File: config.mk
export PLATFORM = sky130hd
export DESIGN_NAME = char_loader
export DESIGN_NICKNAME = d
export VERILOG_FILES = /design/src/rtl/char_loader_pkg.sv /design/src/rtl/char_loader_sync_edge.sv /design/src/rtl/char_loader.sv
export SDC_FILE = /design/constraint.sdc
export NUM_CORES = 1
export LEC_CHECK = 0
export CAP_MARGIN = 20
export CORE_ASPECT_RATIO = 1.25
export CORE_UTILIZATION = 30
export CTS_CLUSTER_SIZE = 10
export DETAILED_ROUTE_END_ITERATION = 6
export GPL_TIMING_DRIVEN = 1
export MAX_ROUTING_LAYER = met4
export PLACE_DENSITY = 0.52
export RECOVER_POWER = 100
export REMOVE_ABC_BUFFERS = 1
export SKIP_LAST_GASP = 1
export SYNTH_ARGS = -nofsm -noshare
export SYNTH_HDL_FRONTEND = slang
export SYNTH_SLANG_ARGS = --single-unit
File: constraint.sdc
create_clock -name clock -period 5.1 [get_ports clock]
set_clock_uncertainty 0.15 [all_clocks]
set_input_delay 1.02 -clock clock [delete_from_list [all_inputs] [get_ports clock]]
set_output_delay 1.02 -clock clock [all_outputs]
set_load 0.05 [all_outputs]
File: src/rtl/char_loader_pkg.sv
// Shared definitions for the character loader and the 4x5 character bitmap memory.
package char_loader_pkg;

   localparam int unsigned CHAR_COLS = 4;
   localparam int unsigned CHAR_ROWS = 5;
   localparam int unsigned CHAR_BITS = CHAR_COLS * CHAR_ROWS;

   typedef enum logic [1:0] {
      IDLE,
      RECV,
      FULL
   } loader_state_t;

endpackage

File: src/rtl/char_loader_sync_edge.sv
// N-stage synchronizer for one asynchronous input, with registered rise/fall pulses.
module sync_edge #(
   parameter int unsigned STAGES    = 2,
   parameter logic        RESET_VAL = 1'b0
) (
   input  logic clock,
   input  logic rst_n,
   input  logic din,
   output logic rise,
   output logic fall
);

   logic [STAGES-1:0] sync_q;
   logic              prev_q;
   logic              rise_q;
   logic              fall_q;

   always_ff @(posedge clock or negedge rst_n) begin
      if (!rst_n) begin
         sync_q <= {STAGES{RESET_VAL}};
         prev_q <= RESET_VAL;
         rise_q <= 1'b0;
         fall_q <= 1'b0;
      end else begin
         sync_q <= {sync_q[STAGES-2:0], din};
         prev_q <= sync_q[STAGES-1];
         rise_q <= sync_q[STAGES-1] & ~prev_q;
         fall_q <= ~sync_q[STAGES-1] & prev_q;
      end
   end

   assign rise = rise_q;
   assign fall = fall_q;

endmodule

File: src/rtl/char_loader.sv
// Serial glyph receiver: turns each received bit into a write strobe for the char memory.
module char_loader
   import char_loader_pkg::*;
#(
   parameter int unsigned SYNC_STAGES = 2,
   parameter int unsigned COLS        = CHAR_COLS,
   parameter int unsigned ROWS        = CHAR_ROWS
) (
   input  logic       clock,
   input  logic       rst_n,
   input  logic       ser_cs_n,
   input  logic       ser_clk,
   input  logic       ser_data,
   output logic       mem_write,
   output logic [1:0] mem_x,
   output logic [2:0] mem_y,
   output logic       mem_data,
   output logic       busy,
   output logic       frame_done,
   output logic       frame_error
);

   localparam int unsigned CNT_W = $clog2(COLS * ROWS + 1);

   logic cs_rise, cs_fall, clk_rise, clk_fall_unused;
   logic [SYNC_STAGES-1:0] data_sync_q;
   logic data_al_q;

   loader_state_t state_q, state_d;
   logic [1:0]       x_cnt_q, x_cnt_d;
   logic [2:0]       y_cnt_q, y_cnt_d;
   logic [CNT_W-1:0] bit_cnt_q, bit_cnt_d;
   logic             ovf_q, ovf_d;
   logic             write_q, write_d, data_q, data_d, busy_q;
   logic             done_q, done_d, err_q, err_d;
   logic [1:0]       mx_q, mx_d;
   logic [2:0]       my_q, my_d;
   logic             last_cell;

   sync_edge #(.STAGES(SYNC_STAGES), .RESET_VAL(1'b1)) u_cs_sync (
      .clock (clock),
      .rst_n (rst_n),
      .din   (ser_cs_n),
      .rise  (cs_rise),
      .fall  (cs_fall)
   );

   sync_edge #(.STAGES(SYNC_STAGES), .RESET_VAL(1'b0)) u_clk_sync (
      .clock (clock),
      .rst_n (rst_n),
      .din   (ser_clk),
      .rise  (clk_rise),
      .fall  (clk_fall_unused)
   );

   // Extra flop keeps the data bit in step with the registered clk_rise pulse.
   always_ff @(posedge clock or negedge rst_n) begin
      if (!rst_n) begin
         data_sync_q <= '0;
         data_al_q   <= 1'b0;
      end else begin
         data_sync_q <= {data_sync_q[SYNC_STAGES-2:0], ser_data};
         data_al_q   <= data_sync_q[SYNC_STAGES-1];
      end
   end

   assign last_cell = (x_cnt_q == 2'(COLS - 1)) && (y_cnt_q == 3'(ROWS - 1));

   always_ff @(posedge clock or negedge rst_n) begin
      if (!rst_n) state_q <= IDLE;
      else        state_q <= state_d;
   end

   always_comb begin
      state_d = state_q;
      unique case (state_q)
         IDLE: if (cs_fall) state_d = RECV;
         RECV: begin
            if (cs_rise)                    state_d = IDLE;
            else if (clk_rise && last_cell) state_d = FULL;
         end
         FULL: if (cs_rise) state_d = IDLE;
         default: state_d = IDLE;
      endcase
   end

   always_comb begin
      x_cnt_d   = x_cnt_q;
      y_cnt_d   = y_cnt_q;
      bit_cnt_d = bit_cnt_q;
      ovf_d     = ovf_q;
      write_d   = 1'b0;
      mx_d      = mx_q;
      my_d      = my_q;
      data_d    = data_q;
      done_d    = 1'b0;
      err_d     = 1'b0;
      unique case (state_q)
         IDLE: begin
            if (cs_fall) begin
               x_cnt_d   = '0;
               y_cnt_d   = '0;
               bit_cnt_d = '0;
               ovf_d     = 1'b0;
            end
         end
         RECV: begin
            // A cs_n rise wins over a coincident ser_clk rise; that bit is dropped.
            if (cs_rise) begin
               err_d = 1'b1;
            end else if (clk_rise) begin
               write_d   = 1'b1;
               mx_d      = x_cnt_q;
               my_d      = y_cnt_q;
               data_d    = data_al_q;
               bit_cnt_d = bit_cnt_q + CNT_W'(1);
               if (x_cnt_q == 2'(COLS - 1)) begin
                  x_cnt_d = '0;
                  if (y_cnt_q != 3'(ROWS - 1)) y_cnt_d = y_cnt_q + 3'd1;
               end else begin
                  x_cnt_d = x_cnt_q + 2'd1;
               end
            end
         end
         FULL: begin
            if (cs_rise) begin
               done_d = ~ovf_q;
               err_d  = ovf_q;
            end else if (clk_rise) begin
               ovf_d = 1'b1;
            end
         end
         default: ;
      endcase
   end

   always_ff @(posedge clock or negedge rst_n) begin
      if (!rst_n) begin
         x_cnt_q   <= '0;
         y_cnt_q   <= '0;
         bit_cnt_q <= '0;
         ovf_q     <= 1'b0;
         write_q   <= 1'b0;
         mx_q      <= '0;
         my_q      <= '0;
         data_q    <= 1'b0;
         busy_q    <= 1'b0;
         done_q    <= 1'b0;
         err_q     <= 1'b0;
      end else begin
         x_cnt_q   <= x_cnt_d;
         y_cnt_q   <= y_cnt_d;
         bit_cnt_q <= bit_cnt_d;
         ovf_q     <= ovf_d;
         write_q   <= write_d;
         mx_q      <= mx_d;
         my_q      <= my_d;
         data_q    <= data_d;
         busy_q    <= (state_d != IDLE);
         done_q    <= done_d;
         err_q     <= err_d;
      end
   end

   assign mem_write   = write_q;
   assign mem_x       = mx_q;
   assign mem_y       = my_q;
   assign mem_data    = data_q;
   assign busy        = busy_q;
   assign frame_done  = done_q;
   assign frame_error = err_q;

endmodule

Word-level counts from Yosys, hierarchy flattened
Index checks and enable logic that the tools add are counted.
{ "word_totals": {"wordCells": 80, "register_bits": 30, "out_inout_bits": 10, "input_bits": 5} }
{ "classes": {"bitwise_logic": 8, "n_eq_ne": 12, "addsub": 2, "mux": 28, "reduce_logical": 10} }
{ "op_table": {"columns": ["operator", "n"], "rows": [
  ["2-bit two-way mux", 8],
  ["3-bit two-way mux", 5],
  ["1-bit two-way mux", 10],
  ["2-bit inequality test (second input constant)", 4],
  ["4-bit AND reduction", 2],
  ["2-bit by 1-bit inequality test with 1-bit output (second input constant)", 3],
  ["2-bit one-hot mux with 3 select lines", 1],
  ["3-bit one-hot mux with 2 select lines", 1],
  ["6-bit AND reduction", 1],
  ["2-bit nonzero test", 3],
  ["1-bit inverter", 5],
  ["2-bit == test (second input constant)", 2],
  ["1-bit one-hot mux with 2 select lines", 2],
  ["2-bit one-hot mux with 2 select lines", 1],
  ["3-bit by 1-bit adder with 3-bit output (second input constant)", 1],
  ["1-bit bitwise AND", 3],
  ["3-bit == test (second input constant)", 1],
  ["3-bit inequality test (second input constant)", 1],
  ["3-bit AND reduction", 1],
  ["2-bit by 1-bit adder with 2-bit output (second input constant)", 1],
  ["2-bit by 1-bit == test with 1-bit output (second input constant)", 1],
  ["1-bit logical AND", 2],
  ["2-bit logical NOT", 1]
]} }

Longest topological paths before layout
Gate-level depths: netlist of the first run.
{ "depth": {"word_depth": 7, "ltp_mapped": 6} }

Hierarchy
A second synthesis of the first run with hierarchy kept.
{ "unflattened": {"cells_unflattened": 111, "hier_area_um2": 1305.0} }
{ "by_module_without_submodules": {"columns": ["module", "cells_per_inst", "n_inst", "area_each_um2", "seq_area_each_um2"], "rows": [
  ["char_loader", 97, 1, 1021.0, 525.5],
  ["sync_edge (u_cs_sync)", 7, 1, 143.9, 128.9],
  ["sync_edge (u_clk_sync)", 7, 1, 140.1, 125.1]
]} }

Worst setup path after synthesis of the first run
OpenSTA, ideal clock, no wires.
{ "synth_path": {"path_kind": "register to register", "startpoint": "reg state_q[1]", "endpoint": "reg x_cnt_q[0]", "path_buffers": 1, "slack_ns": 3.333, "arrival_time_ns": 1.490, "path_stages_with_launch": 7, "path_cell_list": "dfrtp_1 inv_1 ha_1 buf_2 nor2b_1 o21a_1 mux2_1"} }
{ "synth_between": {"elab_chain_len": 3} }
{ "synth_rtl": {"columns": ["element", "line_no", "text"], "rows": [
  ["start: declaration", "char_loader.sv:29", "loader_state_t state_q, state_d;"],
  ["start signal: assignment", "char_loader.sv:71", "else state_q <= state_d;"],
  ["2-bit by 1-bit == test with 1-bit output / 2-bit logical NOT (equally long branches)", "char_loader.sv:98", "unique case (state_q)"],
  ["2-bit by 1-bit inequality test with 1-bit output (no source line) (tied with other cells)", null, null],
  ["4-bit AND reduction (no source line)", null, null],
  ["end signal: assignment", "char_loader.sv:151", "x_cnt_q <= x_cnt_d;"],
  ["end: declaration", "char_loader.sv:30", "logic [1:0] x_cnt_q, x_cnt_d;"]
]} }
Several ways; a longest one is shown, not always the timed one.
A chain may end at the register's enable or synchronous reset.

==> summary.md, run 1 <==
Once detailed placement completed, the half-perimeter wirelength came to 1.41 mm. Among all stages on the critical path, the largest delay is contributed by sky130_fd_sc_hd__clkbuf_1. The synthesized netlist contains 34 unique library cells.

The mapped netlist covers 1270 sq um. The checks that failed: capacitance limit, slew limit. The share of the clock period used by the worst path after layout came out at 53.1%. At the worst endpoint, the required time is 5.06 ns. Of the total power, the share spent switching nets is 34.7%. Cells fill 37.9% of the core in the end. The logs give 31 for the final count of pins violating max slew and 15 for the number of top-level pins. For this design the static power due to leakage is 0.727 nW. The number of DRC violations after detailed routing was 0. The number of setup buffers added after CTS is 0. The combinational family with the most area after synthesis is compound AO/OA/AOI/OAI gates. In this run the worst path has a maximum fanout of 30. The multiplexer share of the synthesized area was 7.10%. In this run the critical register-to-register path is captured at x_cnt_q[0]$_DFFE_PN0P_. For the data arrival time of the critical path, the log shows 2.67 ns.

The setup check on the worst reg-to-reg path leaves a slack of 2.81 ns. Global routing used 12.0% of the available tracks across all layers. The congestion estimate from routability-driven global placement came to 0.835. The worst slew margin relative to its limit is -3.89%. A synthesized cell averages 12.9 sq um.

The internal portion of the total power is 418 uW. The switching power of the nets is 222 uW, and the number of hold violations in the final report is 0. For the layout net count, the log shows 129. For the count of max-cap constraint violations, the log shows 1.

The critical path launch point type is a primary input. The floorplan step set the die height to 74.7 um. The xor/xnor cell area share of the yosys netlist works out to 0%. The tools report the number of core rows as 26.

The critical path starts at rst_n. The synthesized-area fraction occupied by adder cells works out to 6.90%. The run finished, with violations left. The worst register-to-register path begins at state_q[1]$_DFF_PN0_.

The violation count after the first detailed-routing iteration was 19. After routing, the total negative slack on setup checks comes to 0 ns. The initial standard-cell utilization of the core was 31.2%. For the worst flop-to-flop path, the logic depth is 5. For this design, the sink count on the clock tree is 30. IR analysis of the VDD net gives a maximum drop of 0.192 mV. Yosys mapped a number of flops with a built-in enable equal to 0. Summing the areas of all compound-gate instances in the mapped netlist gives 12.2% of the synthesized area. The flip-flop cell with the highest count after synthesis was sky130_fd_sc_hd__dfrtp_1. The detail route stage leaves a number of antenna-violating nets equal to 0. The highest cell delay on the worst timing path was 1.13 ns; the post-synthesis instance total was 98. Global routing finished with a remaining overflow of 0. Setup violations remaining at the end of the flow were counted as 0. Setup repair after global routing left no endpoint under its margin. The post-detailed-routing wire length was 2.05 mm; the number of buffers inserted for hold repair after clock tree synthesis was 0. Combinational logic burns 27.2% of the power. Number of global-route vias before repair: 816.

The worst path buffer plus inverter count came out at 2. Category of the worst setup path capture point: an async pin. The sequential power share was 43.6%; the CTS clock-pin slew for the worst setup and hold paths was 0.07 ns. The maximum number of pins on one net before global-route repair is 31. Traced cell by cell, the critical path runs through dlygate4sd3_1, clkbuf_1. 0 antenna diodes ended up in the layout. At the later pin of the worst-skew pair, clock insertion delay measures 0.28 ns.

Before antenna repair, the detailed router went through 4 iterations. The run gives 0 as the number of antenna violations at the first check in global routing. The clock network is responsible for 29.3% of the overall power.

In this run the standard cell core region covers 4070 sq um. In the synthesized netlist the async set-or-reset flop fraction comes to 100%. The type of the most critical hold path is flip-flop to flip-flop. Flip-flop and latch count after synthesis: 30. The Yosys step of the flow raised 0 warnings. The count of port buffers added during placement works out to 14.

The share of the Yosys chip area taken by registers is 59.5%. The fraction of layout cells with a size suffix above 1 was 10.2%; the highest achievable clock rate was 0.369 GHz. For the pin with the worst max-slew slack, the measured transition is 1.56 ns.

The type of the worst setup path is primary input to async pin. The cell count along the critical path was 2; the total power per unit cell area was 415 nW/um^2. The total clock buffers created by CTS was 5. TritonCTS built the clock tree. Via-per-instance ratio: 4.66.

The maximum buffer depth of the clock tree was 2. The end of the critical path was x_cnt_q[1]$_DFFE_PN0P_. From left edge to right edge, the die measures 60.2 um. CTS built an H-tree with a depth of 2. The time the worst path needs with I/O delays and setup works out to 2.71 ns. After Yosys synthesis, and, or, nand and nor cells account for 10.4% of the synthesized area. The area overhead of the layout relative to synthesis works out to 21.6%. The category of cells accounting for the largest share of critical-path delay is buffers and inverters. The first global-routing pass estimated 3.63 mm of wire.

The filler cells instantiated in the layout total 412. The final route contains 811 vias. The root buffer selected by CTS is sky130_fd_sc_hd__clkbuf_8. In the final routed layout, each cell accounts on average for 11.8 um.

The floorplan die area was 4490 sq um; the count of instances resized after the clock tree is built was 0.
[cells in the mapped netlist, types with 2 or more instances]
cell type	instances	share of area [%]
sky130_fd_sc_hd__dfrtp_1	27	53
sky130_fd_sc_hd__inv_1	8	2.4
sky130_fd_sc_hd__ha_1	7	6.9
sky130_fd_sc_hd__mux2_1	7	6.2
sky130_fd_sc_hd__a21oi_1	5	2.0
sky130_fd_sc_hd__nor2_1	5	1.5
sky130_fd_sc_hd__nor2b_1	5	2.5
sky130_fd_sc_hd__dfstp_2	3	6.2
sky130_fd_sc_hd__nand2_1	3	0.89
sky130_fd_sc_hd__nand2b_1	3	1.5
sky130_fd_sc_hd__nand4_1	2	0.99
[per-stage QoR]
step | hold WS, ns | cell area [sq um] | setup slack, ns | total power [mW] | std cells
2_1_floorplan | 0.181 | 1250 | 3.28 | 0.411 | 95
3_3_place_gp | 0.187 | 1470 | 2.81 | 0.466 | 166
3_5_place_dp | 0.187 | 1470 | 2.80 | 0.468 | 166
4_1_cts | 0.209 | 1560 | 2.48 | 0.661 | 174
5_1_grt | 0.219 | 1540 | 1.97 | 0.679 | 174
6_report | 0.206 | 1540 | 2.39 | 0.640 | 174
[power groups by stage]
stage,clock [mW],sequential [mW],combinational [mW]
final,0.187,0.279,0.174
after global routing,0.206,0.282,0.191
after CTS,0.197,0.280,0.184
after detailed placement,0,0.284,0.184
after global placement,0,0.283,0.183
after floorplan,0,0.328,0.0832
[cells in the final DEF (no fill, tap or decap), types with 5 or more instances in the layout]
cell type | Yosys | routed
sky130_fd_sc_hd__clkbuf_8 | 0 | 5
sky130_fd_sc_hd__dfrtp_1 | 27 | 27
sky130_fd_sc_hd__ha_1 | 7 | 7
sky130_fd_sc_hd__nor2b_1 | 5 | 5
sky130_fd_sc_hd__a21oi_1 | 5 | 5
sky130_fd_sc_hd__inv_1 | 8 | 8
sky130_fd_sc_hd__dlygate4sd3_1 | 0 | 14
sky130_fd_sc_hd__mux2_1 | 7 | 7
sky130_fd_sc_hd__nor2_1 | 5 | 5
[worst min path at each step]
stage / start / endpoint / slack (ns) / cells after the start
3_5_place_dp: data_sync_q[1]$_DFF_PN0_ / data_al_q$_DFF_PN0_ / 0.19 / 0
2_1_floorplan: data_sync_q[1]$_DFF_PN0_ / data_al_q$_DFF_PN0_ / 0.18 / 0
3_3_place_gp: u_clk_sync.sync_q[0]$_DFF_PN0_ / u_clk_sync.sync_q[1]$_DFF_PN0_ / 0.19 / 0
6_report: u_clk_sync.sync_q[0]$_DFF_PN0_ / u_clk_sync.sync_q[1]$_DFF_PN0_ / 0.21 / 0
4_1_cts: u_clk_sync.sync_q[0]$_DFF_PN0_ / u_clk_sync.sync_q[1]$_DFF_PN0_ / 0.21 / 0
5_1_grt: u_cs_sync.sync_q[0]$_DFF_PN1_ / u_cs_sync.sync_q[1]$_DFF_PN1_ / 0.22 / 0
[cells by family (layout without fill, tap and decap cells)]
group / count (synthesis) / count (layout)
AO/OA/AOI/OAI: 19 / 19
flip-flops: 30 / 30
buffers and inverters: 11 / 31
AND/OR/NAND/NOR: 23 / 23
adder cells (fa/ha/maj): 7 / 7
multiplexers: 8 / 8
[flip-flops by register name (all words and copies together), names as in the netlist, 2 cells and up]
register and flops:
mem_y 3, y_cnt_q 3, data_sync_q 2, mem_x 2, state_q 2, u_clk_sync.sync_q 2
u_cs_sync.sync_q 2, x_cnt_q 2
[area by class of cell]
type | instances | area, sq um | area share [%]
Sequential cell | 30 | 754 | 48.9
Tap cell | 56 | 70.1 | 4.54
Inverter | 8 | 30.0 | 1.95
Multi-Input combinational cell | 57 | 454 | 29.4
Clock inverter | 3 | 21.3 | 1.38
Timing Repair Buffer | 15 | 144 | 9.33
Clock buffer | 5 | 68.8 | 4.46
[routing by layer]
layer / vias to the layer above / part of all wire [%] / GRT usage (%) / wire, um
li1: 378 / - / - / -
met1: 407 / 40 / 11.8 / 822
met2: 19 / 52 / 18.8 / 1060
met3: 7 / 3.9 / 4.64 / 80
met4: 0 / 4.2 / 9.30 / 85
met5: - / 0 / - / 0
Note: power is estimated with default switching activity, not from simulation.
==> run 2: changes to the inputs <==
Settings changed: PLACE_DENSITY 0.52 to 0.54.
Clock period 5.1 ns to 2.4 ns, I/O delays scaled along.
==> summary.md, run 2 (synthesis results as in run 1) <==
The flow ran to the end, and the final reports show no timing, DRC or antenna violations. In the layout the commonest cells are sky130_fd_sc_hd__dfrtp_1 (27), sky130_fd_sc_hd__dlygate4sd3_1 (14), sky130_fd_sc_hd__inv_1 (8), sky130_fd_sc_hd__mux2_1 (7), sky130_fd_sc_hd__ha_1 (7). The worst path buffer plus inverter count came out at 1 (-1).

The count of instances resized after the clock tree is built was 0 (unchanged); the cell count after placement was 166 (unchanged). CTS placed an instance of sky130_fd_sc_hd__clkbuf_8 at the clock tree root. The horizontal die dimension was 60.2 um (unchanged); the share of the clock period used by the worst path after layout was 88.6%. For the total cell area at the placement stage, the log shows 1470 sq um (unchanged). The tools report the floorplan die area as 4490 sq um (unchanged). The cell count along the critical path came out at 1 (-1). The global placement routability congestion is 0.846 (+1.3%). The layout net count is 129 (unchanged), and the maximum level of the CTS H-tree is 2 (unchanged).

For the maximum buffer depth of the clock tree, the log shows 2 (unchanged). The final critical-path setup slack came out at 0.274 ns (-2.12 ns). The number of cells in the finished layout apart from fillers was 174 (unchanged); the critical-path maximum fanout was 2 (-93%). The leakage power of the design was 0.733 nW (+0.80%); the total power per unit cell area was 894 nW/um^2 (+120%).

The count of antenna diodes in the layout was 0 (unchanged); the number of global-route vias before repair was 802 (-1.7%). The data arrival time of the critical path was 1.50 ns (-1.17 ns). Placement-stage worst setup slack: 0.386 ns (-2.42 ns). The most common cell after layout, fill and taps aside was sky130_fd_sc_hd__dfrtp_1.

The tools report the detailed-router iteration count before antenna repair as 4 (unchanged). The total of endpoints with negative setup slack in the final report is 0 (unchanged), and the worst slew margin relative to its limit is 52.4% (+56 points). The number of hold violations in the final report was 0 (unchanged); the maximum ir drop on the vdd rail was 0.343 mV (+79%). The CTS clock-pin slew for the worst setup and hold paths is 0.06 ns (about the same), and the final antenna-violating net count is 0 (unchanged). The number of cells on the worst hold path came out at 0 (unchanged).

For this design, the slowest cell found on the critical path is sky130_fd_sc_hd__dlygate4sd3_1. Traced cell by cell, the critical path runs through dlygate4sd3_1. The count of max-cap constraint violations was 0 (-1); the count of port buffers added during placement was 14 (unchanged). The number of antenna violations at the first check in global routing was 0 (unchanged); the initial standard-cell utilization of the core was 31.2% (unchanged). The tools report the post-detailed-routing wire length as 2.08 mm (+1.7%). Type of the most critical hold path: flip-flop to flip-flop. The overall via count from detail_route came out at 786 (-3.1%). The number of core rows was 26 (unchanged); the number of buffers added for setup after CTS was 0 (unchanged).

The area overhead of the layout relative to synthesis works out to 22.1%. Setup repair after global routing left no endpoint under its margin. Total clock buffers created by CTS: 5 (unchanged). The number of cells traversed by the worst register-to-register path was 5 (unchanged); the final HPWL from detailed placement was 1.42 mm (+1.0%). The logs give 11.8% (-0.21 points) for the overall routing resource usage and 30 (unchanged) for the number of clock sinks. The tools report the overflow left after global routing as 0 (unchanged). Data required time at the worst endpoint: 1.77 ns (-3.29 ns). The worst setup path is of the flip-flop to primary output kind.

The average wire length per cell after detail routing works out to 12.0 um (+1.7%). The tools report the accumulated negative setup slack as 0 ns (unchanged). Number of inserted filler cells in the final layout: 385 (-6.6%). The highest cell delay on the worst timing path was 0.88 ns (-0.25 ns). Clock latency on the worst-skew pair: 0.28 ns (about the same). STA classifies the critical path endpoint as a primary output. The run gives 31 (unchanged) as the maximum number of pins on one net before global-route repair. Via-per-instance ratio: 4.52 (-3.1%). Actual transition at the worst max-transition pin: 0.714 ns (-0.845 ns). The worst setup path is launched from a flip-flop. The final count of pins violating max slew came out at 0 (-100%). The logs give 0 (unchanged) for the number of DRC violations after detailed routing and 15 (unchanged) for the number of top-level pins. Floorplan die height: 74.7 um (unchanged).

TritonCTS built the clock tree. The number of buffers inserted for hold repair after clock tree synthesis is 0 (unchanged), and the fraction of layout cells with a size suffix above 1 is 11.0% (+0.85 points). The utilization after layout was 38.1% (+0.15 points); the standard cell core area was 4070 sq um (unchanged).

The highest achievable clock rate came out at 0.470 GHz. The violation count after the first detailed-routing iteration was 3 (-16); the post-route cell area was 1550 sq um (+0.41%). Category of cells accounting for the largest share of critical-path delay: buffers and inverters.

The wire length of the first global-routing pass came out at 3.64 mm (+0.19%). The worst path in the final design needs a cycle of 2.13 ns, including I/O delays and setup.
[run 2: cell count changes in the layout (fill, tap and decap cells not counted), sizes merged]
cell	previous run	this run
clkinv	2	1
clkbuf	6	8
clkinvlp	1	0
[run 2: through the flow]
stage / hold slack [ns] / power, mW
floorplan: 0.0344 / 0.874
global route: 0.218 / 1.48
detailed placement: 0.189 / 1.00
global placement: 0.186 / 0.993
CTS: 0.207 / 1.42
finish: 0.204 / 1.38
[run 2: layout make-up]
cell class	count	area, sq um	area share [%]
Sequential cell	30	754	48.7
Multi-Input combinational cell	57	458	29.6
Timing Repair Buffer	15	145	9.37
Clock buffer	7	86.3	5.57
Tap cell	56	70.1	4.52
Inverter	8	30.0	1.94
Clock inverter	1	5.00	0.323
[run 2: power breakdown]
part / internal (mW) / leakage (nW) / switching, mW
combinational: 0.125 / 0.301 / 0.258
clock: 0.231 / 0.0482 / 0.177
sequential: 0.562 / 0.384 / 0.0314
[run 2: metal layers]
layer	vias up	wire [um]	track usage, %
met5	-	0	-
li1	377	-	-
met3	9	98	4.64
met2	18	997	18.6
met1	382	905	12.3
met4	0	80	7.24
[run 2: worst paths after layout]
path | from | to | slack [ns]
max | mem_data$_DFFE_PN0P_ | mem_data | 0.27
min | u_clk_sync.sync_q[0]$_DFF_PN0_ | u_clk_sync.sync_q[1]$_DFF_PN0_ | 0.20
max reg2reg | state_q[1]$_DFF_PN0_ | x_cnt_q[0]$_DFFE_PN0P_ | 0.37
min reg2reg | u_clk_sync.sync_q[0]$_DFF_PN0_ | u_clk_sync.sync_q[1]$_DFF_PN0_ | 0.20
max in group asynchronous | rst_n | mem_y[1]$_DFFE_PN0P_ | 1.01
min in group asynchronous | rst_n | state_q[0]$_DFF_PN0_ | 0.63
==> run 3: changes to the inputs <==
Settings changed: PLACE_DENSITY 0.54 to 0.52.
Clock period 2.4 ns to 2.39 ns, I/O delays scaled along.
==> summary.md, run 3 (synthesis results as in run 1) <==
The run finished with clean final reports. The data arrival time of the critical path came out at 1.50 ns (about the same). The tools report the category of the worst setup path capture point as a primary output.

Count of antenna diodes in the layout: 0 (unchanged). For the overflow left after global routing, the log shows 0 (unchanged). Final antenna-violating net count: 0 (unchanged).

The count of instances resized after the clock tree is built is 0 (unchanged), and the maximum level of the CTS H-tree is 2 (unchanged). The actual transition at the worst max-transition pin works out to 0.709 ns (-0.00498 ns). The detailed-router iteration count before antenna repair is 3 (-1), and the data required time at the worst endpoint is 1.76 ns (about the same). STA classifies the critical path startpoint as a flip-flop.

The critical-path maximum fanout came out at 2 (unchanged). The maximum ir drop on the vdd rail was 0.411 mV (+20%); the total power per unit cell area was 894 nW/um^2 (about the same). The cell count after placement was 166 (unchanged). The logs give 2 (unchanged) for the maximum buffer depth of the clock tree and 0.833 (-1.5%) for the global placement routability congestion. The tools report the number of global-route vias before repair as 816 (+1.7%). The total of endpoints with negative setup slack in the final report was 0 (unchanged). Worst path buffer plus inverter count: 1 (unchanged). Of the available clock period, the critical path in the final layout requires 88.9%. The CTS clock-pin slew for the worst setup and hold paths came out at 0.06 ns (about the same). The worst hold path begins at data_sync_q[1]$_DFF_PN0_.

TritonCTS built the clock tree. For the overall via count from detail_route, the log shows 793 (+0.89%). In the layout the commonest cells are sky130_fd_sc_hd__dfrtp_1 (27), sky130_fd_sc_hd__dlygate4sd3_1 (14), sky130_fd_sc_hd__inv_1 (8), sky130_fd_sc_hd__mux2_1 (7), sky130_fd_sc_hd__ha_1 (7). The fraction of layout cells with a size suffix above 1 was 11.0% (unchanged). The run gives 31.2% (unchanged) as the initial standard-cell utilization of the core. The logs give 31 (unchanged) for the maximum number of pins on one net before global-route repair and 2.02 mm (-3.2%) for the post-detailed-routing wire length. The total clock buffers created by CTS is 5 (unchanged), and the clock latency on the worst-skew pair is 0.28 ns (about the same). The worst path in the final design needs a cycle of 2.12 ns, including I/O delays and setup. The number of hold violations in the final report is 0 (unchanged), and the worst slew margin relative to its limit is 52.7% (+0.33 points). The highest cell delay on the worst timing path works out to 0.87 ns (about the same). The category of cells accounting for the largest share of critical-path delay is buffers and inverters. The count of max-cap constraint violations was 0 (unchanged). Worst setup path startpoint: mem_y[2]$_DFFE_PN0P_.

The number of buffers inserted for hold repair after clock tree synthesis is 0 (unchanged). The overall routing resource usage is 11.8% (-0.046 points). The detailed router used layers up to and including met4.

The run gives 0 (unchanged) as the number of buffers added for setup after CTS. The run gives 0 (unchanged) as the final count of pins violating max slew. The layout net count came out at 129 (unchanged). For the utilization after layout, the log shows 38.1% (unchanged).

The final critical-path setup slack was 0.266 ns (-0.00769 ns); the number of cells in the finished layout apart from fillers was 174 (unchanged). The detailed-route wire length on metal 1 is 851 um (-6.0%). Leaving out fill and tap cells, the most frequent cell in the layout is sky130_fd_sc_hd__dfrtp_1. Timing would allow up to 0.471 GHz.

The type of the worst setup path is flip-flop to primary output. The root buffer selected by CTS is sky130_fd_sc_hd__clkbuf_8. The horizontal die dimension was 60.2 um (unchanged); the leakage power of the design was 0.733 nW (unchanged). The wire length of the first global-routing pass was 3.59 mm (-1.3%); the total length of routed met2 wires was 1.00 mm (+0.60%). The violation count after the first detailed-routing iteration was 12 (+9); the number of core rows was 26 (unchanged).

For the standard cell core area, the log shows 4070 sq um (unchanged). Reg-to-reg startpoint: state_q[1]$_DFF_PN0_. The number of antenna violations at the first check in global routing is 0 (unchanged), and the final HPWL from detailed placement is 1.42 mm (+0.11%).

The number of top-level pins came out at 15 (unchanged). The largest individual stage delay along the critical path comes from the cell sky130_fd_sc_hd__dlygate4sd3_1. The tools report the number of clock sinks as 30 (unchanged).

Setup repair after global routing left no endpoint under its margin. Area overhead of the layout relative to synthesis: 22.1% (unchanged). For the accumulated negative setup slack, the log shows 0 ns (unchanged).

The placement-stage worst setup slack is 0.407 ns (+0.0213 ns), and the count of port buffers added during placement is 14 (unchanged). Floorplan die height: 74.7 um (unchanged). The routed length on met3 came out at 68 um (-31%). The via-per-instance ratio was 4.56 (+0.89%). The type of the most critical hold path is flip-flop to flip-flop.

Traced cell by cell, the critical path runs through dlygate4sd3_1. The total design power came out at 1.38 mW (about the same). The average wire length per cell after detail routing came out at 11.6 um (-3.2%). The floorplan die area was 4490 sq um (unchanged); the number of DRC violations after detailed routing was 0 (unchanged).
-- run 3: cell counts in the layout (fill, tap and decap cells not counted) --
Identical to the previous run, type by type.
-- run 3: cell type report --
cell class / instances / area, sq um
fillers: 406 / 2520
clock buffers: 7 / 86.3
clock inverters: 1 / 5.00
inverters: 8 / 30.0
repair buffers: 15 / 145
well taps: 56 / 70.1
flip-flops and latches: 30 / 754
multi-input cells: 57 / 458
-- run 3: path summary, 6_finish.rpt --
path | to | slack, ns | cells past startpoint
min in group asynchronous | state_q[1]$_DFF_PN0_ | 0.62 | 2
max | mem_y[2] | 0.27 | 1
max reg2reg | x_cnt_q[0]$_DFFE_PN0P_ | 0.39 | 5
min | data_al_q$_DFF_PN0_ | 0.20 | 0
min reg2reg | data_al_q$_DFF_PN0_ | 0.20 | 0
max in group asynchronous | x_cnt_q[1]$_DFFE_PN0P_ | 1.01 | 2
-- run 3: metal layers --
metal / global-route usage (%) / vias to the layer above
met3: 3.09 / 10
met5: - / -
met2: 17.0 / 17
met4: 11.6 / 0
met1: 12.7 / 387
li1: - / 379
-- run 3: metrics by stage --
step / instance area, sq um / hold WS, ns
after floorplan: 1250 / 0.0324
after global placement: 1470 / 0.187
after detailed placement: 1470 / 0.188
after CTS: 1560 / 0.208
after global routing: 1550 / 0.217
final: 1550 / 0.204
-- run 3: where the power goes --
part	internal [mW]	switching, mW	leakage [nW]	total, mW
Sequential	0.564	0.0307	0.384	0.595
Clock	0.232	0.178	0.0482	0.410
Combinational	0.126	0.254	0.301	0.380
Total	0.922	0.463	0.733	1.38
==> RTL edit (config.mk and constraints of run 2) <==
Re-encode `loader_state_t` (3 states) as one-hot, 3 bits wide.
--- a/src/rtl/char_loader_pkg.sv
+++ b/src/rtl/char_loader_pkg.sv
@@ -6,8 +6,8 @@
    localparam int unsigned CHAR_BITS = CHAR_COLS * CHAR_ROWS;
 
-   typedef enum logic [1:0] {
-      IDLE,
-      RECV,
-      FULL
+   typedef enum logic [2:0] {
+      IDLE = 3'b001,
+      RECV = 3'b010,
+      FULL = 3'b100
    } loader_state_t;
 
Behaviour: same outputs for any inputs over 10 cycles, from zero or initial values and one cycle with rst_n low; not proved beyond that.
==> RTL edit against run 2 <==
Area after synthesis is 6.1% lower. Highest routed layer unchanged. Non-clock buffer count up 1. Largest cell class unchanged. Global-route usage hardly changed. Routed wire length down 9.2%. Sequential cell count grew 1. Critical endpoint is now mem_x[0]. Final area shrank 4.1%. Core utilization increased by 1.1 points. Critical path type unchanged. Worst setup slack lost 0.014 ns.
Power is not compared: it rests on default switching activity, and its combinational part moved more than twofold at a synthesized area within 25%.
==> RTL edit: results (changes against run 2) <==
outcome finished clean; R2R cell count 4 (-1); relative slew slack 50.8% (-1.6 points); Commonest cells post-synth dfrtp_1 (27), a21oi_1 (6), nand2_1 (6), o21ai_1 (6), inv_1 (5); largest net degree at the start of global routing 32 (+3.2%); Synth Area in Compound Gates 10.8% (-1.4 points); CP max stage cell dlygate4sd3_1; top post-synthesis cells by area dfrtp_1 (57%), dfstp_2 (8.8%), ha_1 (3.2%); r2r setup slk 0.33 ns (-0.04 ns); Yosys cell types 29 (-15%); Final nets 119 (-7.8%); Max FO, Critical Path 2 (unchanged); adder-cell share of the synthesized area 3.15% (-3.8 points); global-route wire length before repair 3.33 mm (-8.6%); layout cells sized above 1 10.7% (-0.30 points); post-CTS setup buffer count 0 (unchanged); GRT Util Overall 11.8% (-0.037 points); Num CTS Buffers 5 (unchanged); Worst EP arrival 1.51 ns; hold path start u_clk_sync.sync_q[0]$_DFF_PN0_; Seq/Total Area, Yosys 65.5% (+6.1 points); wire length on met1 794 um (-12%); FF-to-FF Start state_q[0]$_DFF_PN1_; Port Buf Inserts 14 (unchanged); metal2 WL 935 um (-6.2%); Final HPWL DP 1.34 mm (-5.7%); Worst R2R End y_cnt_q[2]$_DFFE_PN0P_; RD Place Congestion 0.802 (-5.2%); DRT Pass-1 Iters 2 (-2); mux contribution to synthesized area 3.68% (-3.4 points); Net Sw Power ~0.00024 W; fill count 371 (-3.6%); XOR/XNOR Fraction of Synth Area 0% (unchanged); wire per inst 11.4 um (-4.8%); met3 WL 87 um (-11%); Iter 0 DRT Violations 20 (+17); drt via density 4.31 (-4.6%)
==> RTL edit: metrics by stage <==
| stage | cells | util [%] | hold slack (ns) | setup WS [ns] | instance area [um^2] |
|---|---|---|---|---|---|
| 6_report | 166 | 39.2 | 0.197 | 0.260 | 1490 |
| 5_1_grt | 166 | 39.2 | 0.206 | 0.219 | 1490 |
| 4_1_cts | 166 | 39.9 | 0.198 | 0.306 | 1510 |
| 3_5_place_dp | 158 | 37.2 | 0.185 | 0.626 | 1410 |
| 3_3_place_gp | 158 | 37.2 | 0.183 | 0.650 | 1410 |
| 2_1_floorplan | 88 | - | 0.0344 | 0.764 | 1190 |
==> RTL edit: cell type report <==
| type | count | area (um^2) | share of cell area, % |
|---|---|---|---|
| inverters | 5 | 18.8 | 1.26 |
| flip-flops and latches | 31 | 781 | 52.6 |
| multi-input cells | 52 | 369 | 24.9 |
| repair buffers | 16 | 149 | 10.0 |
| clock buffers | 8 | 100 | 6.74 |
| well taps | 54 | 67.6 | 4.55 |
==> RTL edit: metal layers <==
metal  vias to the layer above  global-route usage, %
met4                         0                   9.52
met2                        16                   17.2
met1                       344                   12.3
met5                         -                      -
li1                        348                      -
met3                         7                   4.81
==> RTL edit: power groups by stage <==
stage / Sequential (W) / Combinational [W] / Clock (W)
3_5_place_dp: 0.000571 / 0.0000873 / 0
3_3_place_gp: 0.000570 / 0.0000861 / 0
6_report: 0.000560 / 0.0000786 / 0.000440
5_1_grt: 0.000563 / 0.0000869 / 0.000483
2_1_floorplan: 0.000588 / 0.0000319 / 0
4_1_cts: 0.000562 / 0.0000876 / 0.000464
==> RTL edit: kinds of logic (layout without fill, tap and decap cells) <==
kind of cell / after synthesis / after routing
compound gates: 18 / 18
fa+ha+maj: 3 / 3
buf+inv: 6 / 29
flops: 31 / 31
mux: 4 / 4
simple gates: 27 / 27
==> RTL edit: worst max path at each step <==
| stage | cells past startpoint | to | slack [ns] | from |
|---|---|---|---|---|
| 4_1_cts | 1 | mem_x[1] | 0.31 | mem_x[1]$_DFFE_PN0P_ |
| 5_1_grt | 1 | mem_data | 0.22 | mem_data$_DFFE_PN0P_ |
| 3_3_place_gp | 1 | mem_x[1] | 0.65 | mem_x[1]$_DFFE_PN0P_ |
| 6_report | 1 | mem_x[0] | 0.26 | mem_x[0]$_DFFE_PN0P_ |
| 2_1_floorplan | 6 | y_cnt_q[2]$_DFFE_PN0P_ | 0.76 | y_cnt_q[0]$_DFFE_PN0P_ |
| 3_5_place_dp | 1 | mem_x[1] | 0.63 | mem_x[1]$_DFFE_PN0P_ |
